$ cat config.mk
export PLATFORM = sky130hd
export DESIGN_NAME = button_conditioner
export DESIGN_NICKNAME = d
export VERILOG_FILES = /design/src/rtl/fifo_ui_pkg.sv /design/src/rtl/sync_debounce.sv /design/src/rtl/button_conditioner.sv
export SDC_FILE = /design/constraint.sdc
export NUM_CORES = 1
export LEC_CHECK = 0
export CAP_MARGIN = 20
export CORE_MARGIN = 2
export CORE_UTILIZATION = 40
export DETAILED_ROUTE_END_ITERATION = 10
export GPL_ROUTABILITY_DRIVEN = 0
export PLACE_DENSITY = 0.64
export SETUP_SLACK_MARGIN = 0.4
export SYNTH_ARGS = -nofsm -noshare
export SYNTH_HDL_FRONTEND = slang
export SYNTH_SLANG_ARGS = --single-unit
$ cat constraint.sdc
create_clock -name clock -period 2.3 [get_ports clock]
set_input_delay 0.23 -clock clock [delete_from_list [all_inputs] [get_ports clock]]
set_output_delay 0.23 -clock clock [all_outputs]
set_load 0.01 [all_outputs]
$ cat src/rtl/fifo_ui_pkg.sv
// Shared types and default board timing for the FIFO controller front end.
package fifo_ui_pkg;

  typedef enum logic [2:0] {
    RELEASED   = 3'd0,
    PRESS_DB   = 3'd1,
    HELD       = 3'd2,
    REPEAT     = 3'd3,
    LOCKED     = 3'd4,
    RELEASE_DB = 3'd5
  } btn_state_t;

  // 50 MHz board: 10 ms debounce, 0.5 s to first repeat, 0.2 s repeat period
  localparam int unsigned DEF_DEBOUNCE_CYCLES = 500000;
  localparam int unsigned DEF_REPEAT_DELAY    = 25000000;
  localparam int unsigned DEF_REPEAT_PERIOD   = 10000000;
  localparam int unsigned DEF_CNT_W           = 25;
  localparam bit          DEF_REPEAT_EN       = 1'b1;

endpackage

$ cat src/rtl/sync_debounce.sv
// Two-flop synchronizer, and a synchronizer followed by a stable-level
// debounce counter that only accepts a level held for DEBOUNCE_CYCLES cycles.
module sync_2ff #(
  parameter logic RST_VAL = 1'b0
) (
  input  logic i_clk,
  input  logic i_rst,
  input  logic i_async,
  output logic o_sync
);

  logic r_meta;
  logic r_sync;

  // Metastability filter; both stages reset to the idle level of the input.
  always_ff @(posedge i_clk) begin
    if (i_rst) begin
      r_meta <= RST_VAL;
      r_sync <= RST_VAL;
    end else begin
      r_meta <= i_async;
      r_sync <= r_meta;
    end
  end

  assign o_sync = r_sync;

endmodule

module sync_debounce #(
  parameter int unsigned DEBOUNCE_CYCLES = 500000,
  parameter int unsigned CNT_W           = 25,
  parameter logic        RST_VAL         = 1'b0
) (
  input  logic i_clk,
  input  logic i_rst,
  input  logic i_async,
  output logic o_level,
  output logic o_change
);

  localparam logic [CNT_W-1:0] DB_LAST = CNT_W'(DEBOUNCE_CYCLES - 1);

  logic             w_sync;
  logic             w_diff;
  logic             w_expire;
  logic [CNT_W-1:0] r_cnt;
  logic             r_level;

  sync_2ff #(.RST_VAL(RST_VAL)) u_sync (
    .i_clk   (i_clk),
    .i_rst   (i_rst),
    .i_async (i_async),
    .o_sync  (w_sync)
  );

  assign w_diff   = (w_sync != r_level);
  // High on the edge where the new level is accepted, so consumers can act
  // on the change in the same cycle the level register updates.
  assign w_expire = w_diff && (r_cnt == DB_LAST);

  // Count consecutive cycles of disagreement; any agreement restarts the count.
  always_ff @(posedge i_clk) begin
    if (i_rst) begin
      r_cnt   <= '0;
      r_level <= RST_VAL;
    end else if (!w_diff) begin
      r_cnt   <= '0;
    end else if (w_expire) begin
      r_cnt   <= '0;
      r_level <= w_sync;
    end else begin
      r_cnt   <= r_cnt + CNT_W'(1);
    end
  end

  assign o_level  = r_level;
  assign o_change = w_expire;

endmodule

$ cat src/rtl/button_conditioner.sv
// Conditions the raw pushbutton and mode switch into a single-cycle button
// pulse (with optional auto-repeat), a debounced held level and a debounced mode.
module button_conditioner
  import fifo_ui_pkg::*;
#(
  parameter int unsigned DEBOUNCE_CYCLES = DEF_DEBOUNCE_CYCLES,
  parameter bit          REPEAT_EN       = DEF_REPEAT_EN,
  parameter int unsigned REPEAT_DELAY    = DEF_REPEAT_DELAY,
  parameter int unsigned REPEAT_PERIOD   = DEF_REPEAT_PERIOD,
  parameter int unsigned CNT_W           = DEF_CNT_W
) (
  input  logic clock,
  input  logic rstsync,
  input  logic button_n_raw,
  input  logic mode_raw,
  output logic button,
  output logic mode,
  output logic pressed
);

  localparam logic [CNT_W-1:0] DB_LAST  = CNT_W'(DEBOUNCE_CYCLES - 1);
  localparam logic [CNT_W-1:0] DLY_LAST = CNT_W'(REPEAT_DELAY - 1);
  localparam logic [CNT_W-1:0] PER_LAST = CNT_W'(REPEAT_PERIOD - 1);

  logic             w_bsync_n;
  logic             w_bsync;
  logic             w_mode;
  logic             w_mode_toggle;
  btn_state_t       r_state;
  logic [CNT_W-1:0] r_cnt;
  logic             r_button;
  logic             r_pressed;

  // Button: synchronizer only; idle level is released (high, active-low key).
  sync_2ff #(.RST_VAL(1'b1)) u_btn_sync (
    .i_clk   (clock),
    .i_rst   (rstsync),
    .i_async (button_n_raw),
    .o_sync  (w_bsync_n)
  );

  assign w_bsync = ~w_bsync_n;

  sync_debounce #(
    .DEBOUNCE_CYCLES (DEBOUNCE_CYCLES),
    .CNT_W           (CNT_W),
    .RST_VAL         (1'b0)
  ) u_mode_db (
    .i_clk    (clock),
    .i_rst    (rstsync),
    .i_async  (mode_raw),
    .o_level  (w_mode),
    .o_change (w_mode_toggle)
  );

  // Button FSM: debounce press/release, emit press and repeat pulses, and
  // lock out further pulses once the mode flips under a held key.
  always_ff @(posedge clock) begin
    if (rstsync) begin
      r_state   <= RELEASED;
      r_cnt     <= '0;
      r_button  <= 1'b0;
      r_pressed <= 1'b0;
    end else begin
      r_button <= 1'b0;
      case (r_state)
        RELEASED: begin
          if (w_bsync) begin
            r_state <= PRESS_DB;
            r_cnt   <= '0;
          end
        end
        PRESS_DB: begin
          if (!w_bsync) begin
            r_state <= RELEASED;
          end else if (r_cnt == DB_LAST) begin
            r_state   <= HELD;
            r_cnt     <= '0;
            r_button  <= 1'b1;
            r_pressed <= 1'b1;
          end else begin
            r_cnt <= r_cnt + CNT_W'(1);
          end
        end
        HELD: begin
          // Release outranks a mode flip, which outranks a repeat expiry.
          if (!w_bsync) begin
            r_state   <= RELEASE_DB;
            r_cnt     <= '0;
            r_pressed <= 1'b0;
          end else if (w_mode_toggle) begin
            r_state <= LOCKED;
          end else if (REPEAT_EN && (r_cnt == DLY_LAST)) begin
            r_state  <= REPEAT;
            r_cnt    <= '0;
            r_button <= 1'b1;
          end else if (r_cnt != '1) begin
            r_cnt <= r_cnt + CNT_W'(1);
          end
        end
        REPEAT: begin
          if (!w_bsync) begin
            r_state   <= RELEASE_DB;
            r_cnt     <= '0;
            r_pressed <= 1'b0;
          end else if (w_mode_toggle) begin
            r_state <= LOCKED;
          end else if (r_cnt == PER_LAST) begin
            r_cnt    <= '0;
            r_button <= 1'b1;
          end else begin
            r_cnt <= r_cnt + CNT_W'(1);
          end
        end
        LOCKED: begin
          if (!w_bsync) begin
            r_state   <= RELEASE_DB;
            r_cnt     <= '0;
            r_pressed <= 1'b0;
          end
        end
        RELEASE_DB: begin
          if (w_bsync) begin
            r_state   <= HELD;
            r_cnt     <= '0;
            r_pressed <= 1'b1;
          end else if (r_cnt == DB_LAST) begin
            r_state <= RELEASED;
          end else begin
            r_cnt <= r_cnt + CNT_W'(1);
          end
        end
        default: begin
          r_state   <= RELEASED;
          r_cnt     <= '0;
          r_pressed <= 1'b0;
        end
      endcase
    end
  end

  assign button  = r_button;
  assign mode    = w_mode;
  assign pressed = r_pressed;

endmodule

==> reports/results.md, run 1 <==
| Group | Parameter | Reported |
|:---|:---|:---|
| floorplanning | Overall die height | 95.3 um |
| sta | Final Max Tran Viols | 0 |
| cts | Root Buffer | clkbuf_8 |
| yosys | Most instantiated flip-flop cell in the synthesis netlist | dfxtp_1 |
| route | Final routed wire length divided by cell count | 16.3 um |
| floorplanning | CORE AREA | 8130 um^2 |
| sta | Unrepaired setup endpoints after global routing | yes |
| global route | Via count of the first global-routing pass | 3325 |
| sta | Final hold viol count | 0 |
| floorplanning | Site Rows | 33 |
| power | Switching share of power | 25.2% |
| floorplanning | Die area | 9080 um^2 |
| route | Total Wirelength | 10.0 mm |
| yosys | Post-synthesis instance total | 417 |
| cts | Post-CTS clock slew at the launch and capture registers of the worst setup and hold paths | 0.07 ns |
| route | Total number of vias | 3520 |
| setup path | Crit path buffers/inverters | 1 |
| global route | Antenna violations before repair | 0 |
| yosys | Proportion of register bits with asynchronous set or reset after synthesis | 0% |
| sta | Period utilisation layout | 105% |
| yosys | Nets in the synthesized netlist | 424 |
| cts | Clock sink count | 60 |
| cts | Hold buffer count at cts | 0 |
| outcome | Violations in the final reports | negative setup slack |
| yosys | Number of distinct library cell variants in the gate-level netlist after synthesis | 57 |
| setup path | Crit path cell chain | ha_2, and4_4, nand2_4, nor4_4, or4_4, and2_4, buf_6, or4_4, a21oi_2 |
| sta | Worst Clk Skew | 0.00734 ns |
| global route | Pin count of the biggest net entering global routing | 35 |
| power | Portion of total power attributed to combinational logic | 11.4% |
| sta | Highest attainable clock frequency | 415 MHz |
| setup path | Max FO, Critical Path | 6 |
| cts | CTS tree | done |
| power | Power density normalized to cell area | 511 nW/um^2 |
| floorplanning | # IOs | 7 |
| power | Int Pwr | 1.80 mW |
| min path | Worst min-delay path class | reg2reg |
| yosys | Avg Cell Area, Syn | 8.00 um^2 |
| place | Detailed Place HPWL | 6.27 mm |
| cells and area | Fraction of the core area covered by cells at the end of the flow | 58.0% |
| route | Antenna-violating nets left | 0 |
| yosys | Total of flip-flops plus latches after synthesis | 60 |
| power | Clk pwr share | 45.0% |
| sta | Clock period minus worst slack | 2.41 ns |
| setup path | Most frequent cell on the critical path | or4_4 |
| power | Switching power of the nets | 0.607 mW |
| route | Number of DRC violations after detailed-routing iteration 0 | 199 |
| yosys | Fraction of synthesized cell area taken by the top area cell type | 36.0% |
| setup path | Critical path's largest stage delay | 0.55 ns |
| yosys | Number of warnings issued by yosys | 0 |
| setup path | Data required time of the critical path | 2.58 ns |
| sta | Headroom to the max-slew limit | 56.2% |
| cts | Number of H-tree levels | 3 |
| sta | Slew @ Worst Pin | 0.656 ns |
| setup path | CP top delay family | simple AND/OR/NAND/NOR gates |
| yosys | Most frequent cell after synthesis | dfxtp_1 |
| cells and area | Share of final-layout standard cells stronger than drive strength 1 | 35.7% |
| setup path | Endpoint class of the critical path | register |
| yosys | Library cell with the largest summed area after synthesis | dfxtp_1 |
| cts | Max Root-Sink Buffers | 2 |
| sta | Post-route setup TNS | -1.06 ns |
| floorplanning | Starting density of the core | 41.0% |
| yosys | Number of synthesized flops with an enable pin | 0 |
| setup path | Endpoint arrival time on the critical path | 2.69 ns |
| yosys | Leading cell types by count after synthesis | 60 x dfxtp_1, 54 x nor2_1, 39 x nand2_1, 32 x nand3_1, 21 x a21oi_1 |
| run | Number of max-cap violations | 0 |
| power | Leakage power figure | 1.71 nW |
| cells and area | Net count, final | 512 |
| setup path | Worst Setup Path Type | reg2reg |
| cells and area | Antenna diode instance count | 0 |
| cells and area | Synth-to-Final Area Change | 41.5% |
| cells and area | Top flop regs | r_cnt: 25 flops, u_mode_db.r_cnt: 25 flops, r_state: 3 flops |
| setup path | Cell at the slowest stage of the critical path | or4_4 |
| global route | Global-route wire length before repair | 15.0 mm |
| power | Worst voltage drop across the vdd grid | 0.000283 V |
| route | Per-cell via count in the routed design | 5.72 |
| global route | GRT Resource Usage Total | 21.0% |
| power | Register share of total power | 43.6% |
| sta | Slack of the critical path | -0.111 ns |
| yosys | Area contributors post-synth | dfxtp_1 36%, nor2_1 6.1%, nand3_1 4.8%, nand2_1 4.4%, xor2_1 3.7% |
| floorplanning | Die Wd | 95.3 um |
| route | Number of design rule violations left after detail routing | 0 |
| place | Port Buf Inserts | 6 |
| route | Detailed-routing iteration count for the pre-antenna-repair pass | 5 |
| sta | Setup violators final | 20 |
| global route | Final global-route overflow total | 0 |
| cts | Insertion delay to the later sink of the worst-skew pair | 0.34 ns |
| yosys | Post-Syn Area | 3330 um^2 |
| cts | Total clock buffers created by CTS | 9 |
| setup path | CP Launch Type | register |
| outcome | Run status | complete, but fails checks |
| yosys | Fraction of the yosys area taken by sequential cells | 36.0% |
==> cell usage in the layout, fill, tap and decap left out, types with 9 or more instances in the layout <==
| master | Yosys | routed |
|---|---|---|
| xnor2_1 | 9 | 9 |
| nor4_1 | 14 | 11 |
| nand4_1 | 13 | 13 |
| nand2_1 | 39 | 36 |
| buf_6 | 3 | 12 |
| a32o_1 | 11 | 10 |
| a21oi_1 | 21 | 14 |
| nor2_1 | 54 | 53 |
| clkbuf_8 | 0 | 10 |
| dfxtp_1 | 60 | 48 |
| dfxtp_2 | 0 | 9 |
| buf_4 | 1 | 77 |
| xor2_1 | 14 | 14 |
| nor3_1 | 16 | 13 |
| nand3_1 | 32 | 29 |
==> cells by family after synthesis <==
family                     share of synthesized area, %
DFF                                                36.0
AOI/OAI and AO/OA                                  16.0
buffers and inverters                              4.77
and+or+nand+nor                                    35.7
muxes                                             0.338
xor gates and xnor gates                           6.04
adders and majority gates                          1.13
==> area by class of cell <==
cell class                 instances  area, um^2
multi-input combinational        330        2300
clock buffer                      10         138
clock inverter                     6        87.6
inverter                           7        26.3
sequential                        60        1220
tap                              105         131
fill                             670        3420
timing repair buffer              97         813
==> repair_timing <==
action,CTS,global route
cloned,2,2
endpoints found under the setup margin,53,55
gates resized for setup,24,64
pin swaps,5,32
endpoints found under the hold margin,0,0
buffers inserted,4,13
==> worst register-to-register path, cell delays in order (launching register included) <==
cell and delay (ns):
dfxtp_2 0.33, ha_2 0.17, and4_4 0.21, nand2_4 0.07, nor4_4 0.05, or4_4 0.55, and2_4 0.23, buf_6 0.13
or4_4 0.48, a21oi_2 0.12
==> metal layers <==
metal	track usage, %	wire (um)	vias up	part of all wire, %
met5	0	0	-	0
met4	9.66	173	0	1.7
met3	3.87	462	22	4.6
met2	35.1	4940	100	49
met1	26.2	4430	1691	44
li1	-	-	1707	-
==> worst paths after layout <==
check        cells after the start  slack (ns)           endpoint         startpoint
min                              1        0.42  u_btn_sync.o_sync  u_btn_sync.r_meta
max reg2reg                      9       -0.11          r_cnt[22]           r_cnt[0]
max                              9       -0.11          r_cnt[22]           r_cnt[0]
min reg2reg                      1        0.42  u_btn_sync.o_sync  u_btn_sync.r_meta
==> metrics by stage <==
stage,instance area (um^2),worst slack (ns),power [mW],cells,hold slack (ns)
floorplan,3390,-0.00873,1.21,417,0.334
global placement,3990,-0.0709,1.26,578,0.398
detailed placement,3990,-0.118,1.27,578,0.404
CTS,4360,-0.0511,2.35,600,0.425
global route,4720,-0.170,2.49,615,0.435
finish,4720,-0.111,2.41,615,0.417
==> power by group through the flow <==
stage	Sequential [mW]	Clock [mW]	Combinational (mW)
floorplan	1.07	0	0.137
global placement	1.08	0	0.184
detailed placement	1.08	0	0.186
CTS	1.06	1.10	0.199
global route	1.05	1.15	0.291
finish	1.05	1.08	0.274
No activity file was read; power rests on OpenSTA's default activity.
==> run 2, diff against run 1 <==
Settings changed: SLEW_MARGIN set to 10.
==> results of run 2 <==
The final DEF is identical to that of run 1; final timing and power are the same.
==> run 3, diff against run 2 <==
Settings changed: CAP_MARGIN 20 to not set, TNS_END_PERCENT set to 30.
==> run 3 against run 2 <==
The flow still finishes with violations (negative setup slack). Clock power down 20%. Cell area shrank 4.0%. Sequential power barely moved. Fmax fell by 0.85%. Final cell count shrank 0.49%. Critical path depth is 1 lower. Clock skew rose by 0.0054 ns. Core utilization decreased by 2.3 points. Die area did not move. Total power shrank 9.8%. Largest cell class unchanged. Highest routed layer unchanged. Hold slack better by 0.0045 ns. Count of clock-buffer cells in the layout fell by 1.
==> reports/results.md, run 3 (same netlist as run 1, synthesis figures left out) <==
| Group | Parameter | Reported | vs previous |
|:---|:---|:---|:---|
| cells and area | Count of placed standard cells in the final layout, fillers left out | 612 | -0.49% |
| cts | Clock sink count | 60 | unchanged |
| global route | Global-route wire length before repair | 15.4 mm | +2.1% |
| floorplanning | # IOs | 7 | unchanged |
| cells and area | Most common cell after layout, fill and taps aside | buf_4 |  |
| setup path | CP Launch Type | register |  |
| global route | Antenna violations before repair | 0 | unchanged |
| sta | Slew @ Worst Pin | 0.630 ns | -0.0264 ns |
| setup path | Endpoint class of the critical path | register |  |
| sta | Worst Clk Skew | 0.0127 ns | +0.00539 ns |
| cts | Total clock buffers created by CTS | 9 | unchanged |
| cells and area | Share of final-layout standard cells stronger than drive strength 1 | 32.3% | -3.3 points |
| sta | Setup violators final | 26 | +30% |
| cells and area | Net count, final | 509 | -0.59% |
| cells and area | Synth-to-Final Area Change | 35.8% |  |
| cts | CTS tree | done |  |
| min path | Worst min-delay path class | reg2reg |  |
| cts | Insertion delay to the later sink of the worst-skew pair | 0.35 ns | about the same |
| outcome | Run status | complete, but fails checks |  |
| cells and area | Top flop regs | r_cnt: 25 flops, u_mode_db.r_cnt: 25 flops, r_state: 3 flops |  |
| place | Port Buf Inserts | 6 | unchanged |
| floorplanning | CORE AREA | 8130 um^2 | unchanged |
| global route | GRT Resource Usage Total | 21.7% | +0.71 points |
| cells and area | Register cell area after layout | 1210 um^2 | -0.72% |
| floorplanning | Overall die height | 95.3 um | unchanged |
| sta | Final Max Tran Viols | 0 | unchanged |
| cells and area | Commonest cells after routing, fill and taps aside | 77 x buf_4, 52 x nor2_1, 49 x dfxtp_1, 38 x nand2_1, 29 x nand3_1 |  |
| setup path | Endpoint of the worst setup timing path | r_cnt[4] |  |
| route | Number of DRC violations after detailed-routing iteration 0 | 149 | -25% |
| place | Cell Count Post-Placement | 578 | unchanged |
| setup path | R2R setup slack | -0.13 ns | -0.02 ns |
| cts | Hold buffer count at cts | 0 | unchanged |
| place | Setup slack at placement | -0.117 ns | +0.00106 ns |
| cts | Number of H-tree levels | 3 | unchanged |
| sta | Highest attainable clock frequency | 411 MHz | -0.85% |
| cells and area | Antenna diode instance count | 0 | unchanged |
| global route | Pin count of the biggest net entering global routing | 35 | unchanged |
| setup path | Worst Setup Path Type | reg2reg |  |
| route | Antenna-violating nets left | 0 | unchanged |
| floorplanning | Starting density of the core | 41.0% | unchanged |
| route | Total number of vias | 3462 | -1.6% |
| power | Power density normalized to cell area | 480 nW/um^2 | -6.0% |
| sta | Min Hold Slack | 0.421 ns | +0.00448 ns |
| global route | Via count of the first global-routing pass | 3278 | -1.4% |
| sta | Headroom to the max-slew limit | 58.0% | +1.8 points |
| run | Number of max-cap violations | 0 | unchanged |
| route | Detailed-routing iteration count for the pre-antenna-repair pass | 5 | unchanged |
| route | Per-cell via count in the routed design | 5.66 | -1.2% |
| route | Final routed wire length divided by cell count | 15.6 um | -3.9% |
| floorplanning | Die area | 9080 um^2 | unchanged |
| cells and area | Number of fillers in the final layout | 703 | +4.9% |
| floorplanning | Site Rows | 33 | unchanged |
| setup path | Data required time of the critical path | 2.54 ns | -0.04 ns |
| setup path | Endpoint arrival time on the critical path | 2.67 ns | -0.02 ns |
| floorplanning | Die Wd | 95.3 um | unchanged |
| sta | Period utilisation layout | 106% | +0.89 points |
| power | Total design power | 2.17 mW | -9.8% |
| route | Number of design rule violations left after detail routing | 0 | unchanged |
| sta | Final hold viol count | 0 | unchanged |
| cts | Root Buffer | clkbuf_8 |  |
| sta | Post-route setup TNS | -2.21 ns | -1.15 ns |
| place | Detailed Place HPWL | 6.24 mm | -0.52% |
| cts | Max Root-Sink Buffers | 2 | unchanged |
| route | Total Wirelength | 9.57 mm | -4.4% |
| sta | Slack of the critical path | -0.132 ns | -0.0206 ns |
| setup path | Worst setup path startpoint | r_cnt[6] |  |
| setup path | Worst reg2reg path startpoint | r_cnt[6] |  |
| power | Leakage power figure | 1.56 nW | -9.0% |
| setup path | Max FO, Critical Path | 7 | +1 |
| outcome | Violations in the final reports | negative setup slack |  |
| cts | Post-CTS clock slew at the launch and capture registers of the worst setup and hold paths | 0.07 ns | about the same |
| power | Worst voltage drop across the vdd grid | 0.000270 V | -4.3% |
| sta | Clock period minus worst slack | 2.43 ns | +0.0206 ns |
| cells and area | Total area of multi-input combinational cells | 2190 um^2 | -4.8% |
| setup path | Number of cells traversed by the worst register-to-register path | 8 | -1 |
| sta | Unrepaired setup endpoints after global routing | yes |  |
| setup path | Capturing point of the worst reg2reg path | r_cnt[4] |  |
| global route | Final global-route overflow total | 0 | unchanged |
[run 3: area by class of cell]
cell class              instances  share of cell area, %
multi-input cells             329                   48.3
well taps                     105                   2.90
clock buffers                   9                   2.74
flip-flops and latches         60                   26.8
inverters                       7                  0.580
clock inverters                 7                   1.16
repair buffers                 95                   17.5
[run 3: critical path: stages, from the launching register on]
cell,delay [ns]
dfxtp_2,0.36
nor4_2,0.41
nand4_1,0.29
nor4_1,0.54
nor3_4,0.12
o21ai_4,0.14
buf_6,0.18
nor2_4,0.07
a32o_1,0.22
[run 3: how the worst min path moves through the flow]
stage | startpoint | endpoint | slack (ns) | cells past startpoint
floorplan | button_n_raw | u_btn_sync.r_meta | 0.33 | 1
global placement | u_btn_sync.r_meta | u_btn_sync.o_sync | 0.40 | 1
detailed placement | u_btn_sync.r_meta | u_btn_sync.o_sync | 0.41 | 1
CTS | u_btn_sync.r_meta | u_btn_sync.o_sync | 0.42 | 1
global route | u_btn_sync.r_meta | u_btn_sync.o_sync | 0.44 | 1
finish | u_btn_sync.r_meta | u_btn_sync.o_sync | 0.42 | 1
[run 3: what timing repair did]
action	4_1_cts	5_1_grt
buffers inserted	11	4
endpoints found under the setup margin	53	55
cloned	3	0
pin swaps	8	15
resized for setup	27	35
[run 3: where the power goes]
| group | switching [mW] | leakage, nW | internal (mW) | total, mW |
|---|---|---|---|---|
| clock | 0.468 | 0.0779 | 0.393 | 0.861 |
| sequential | 0.00542 | 0.490 | 1.05 | 1.05 |
| combinational | 0.147 | 0.991 | 0.116 | 0.263 |
[run 3: layer usage]
layer	vias up	global-route usage, %	wire, um
met3	21	3.48	442
met1	1640	29.4	4480
li1	1697	-	-
met4	0	9.54	203
met2	104	34.1	4450
met5	-	0	0
[run 3: per-stage QoR]
step | utilization (%) | cell area (um^2)
floorplan | - | 3380
global placement | 49.2 | 4000
detailed placement | 49.2 | 4000
CTS | 53.7 | 4370
global route | 55.7 | 4530
finish | 55.7 | 4530
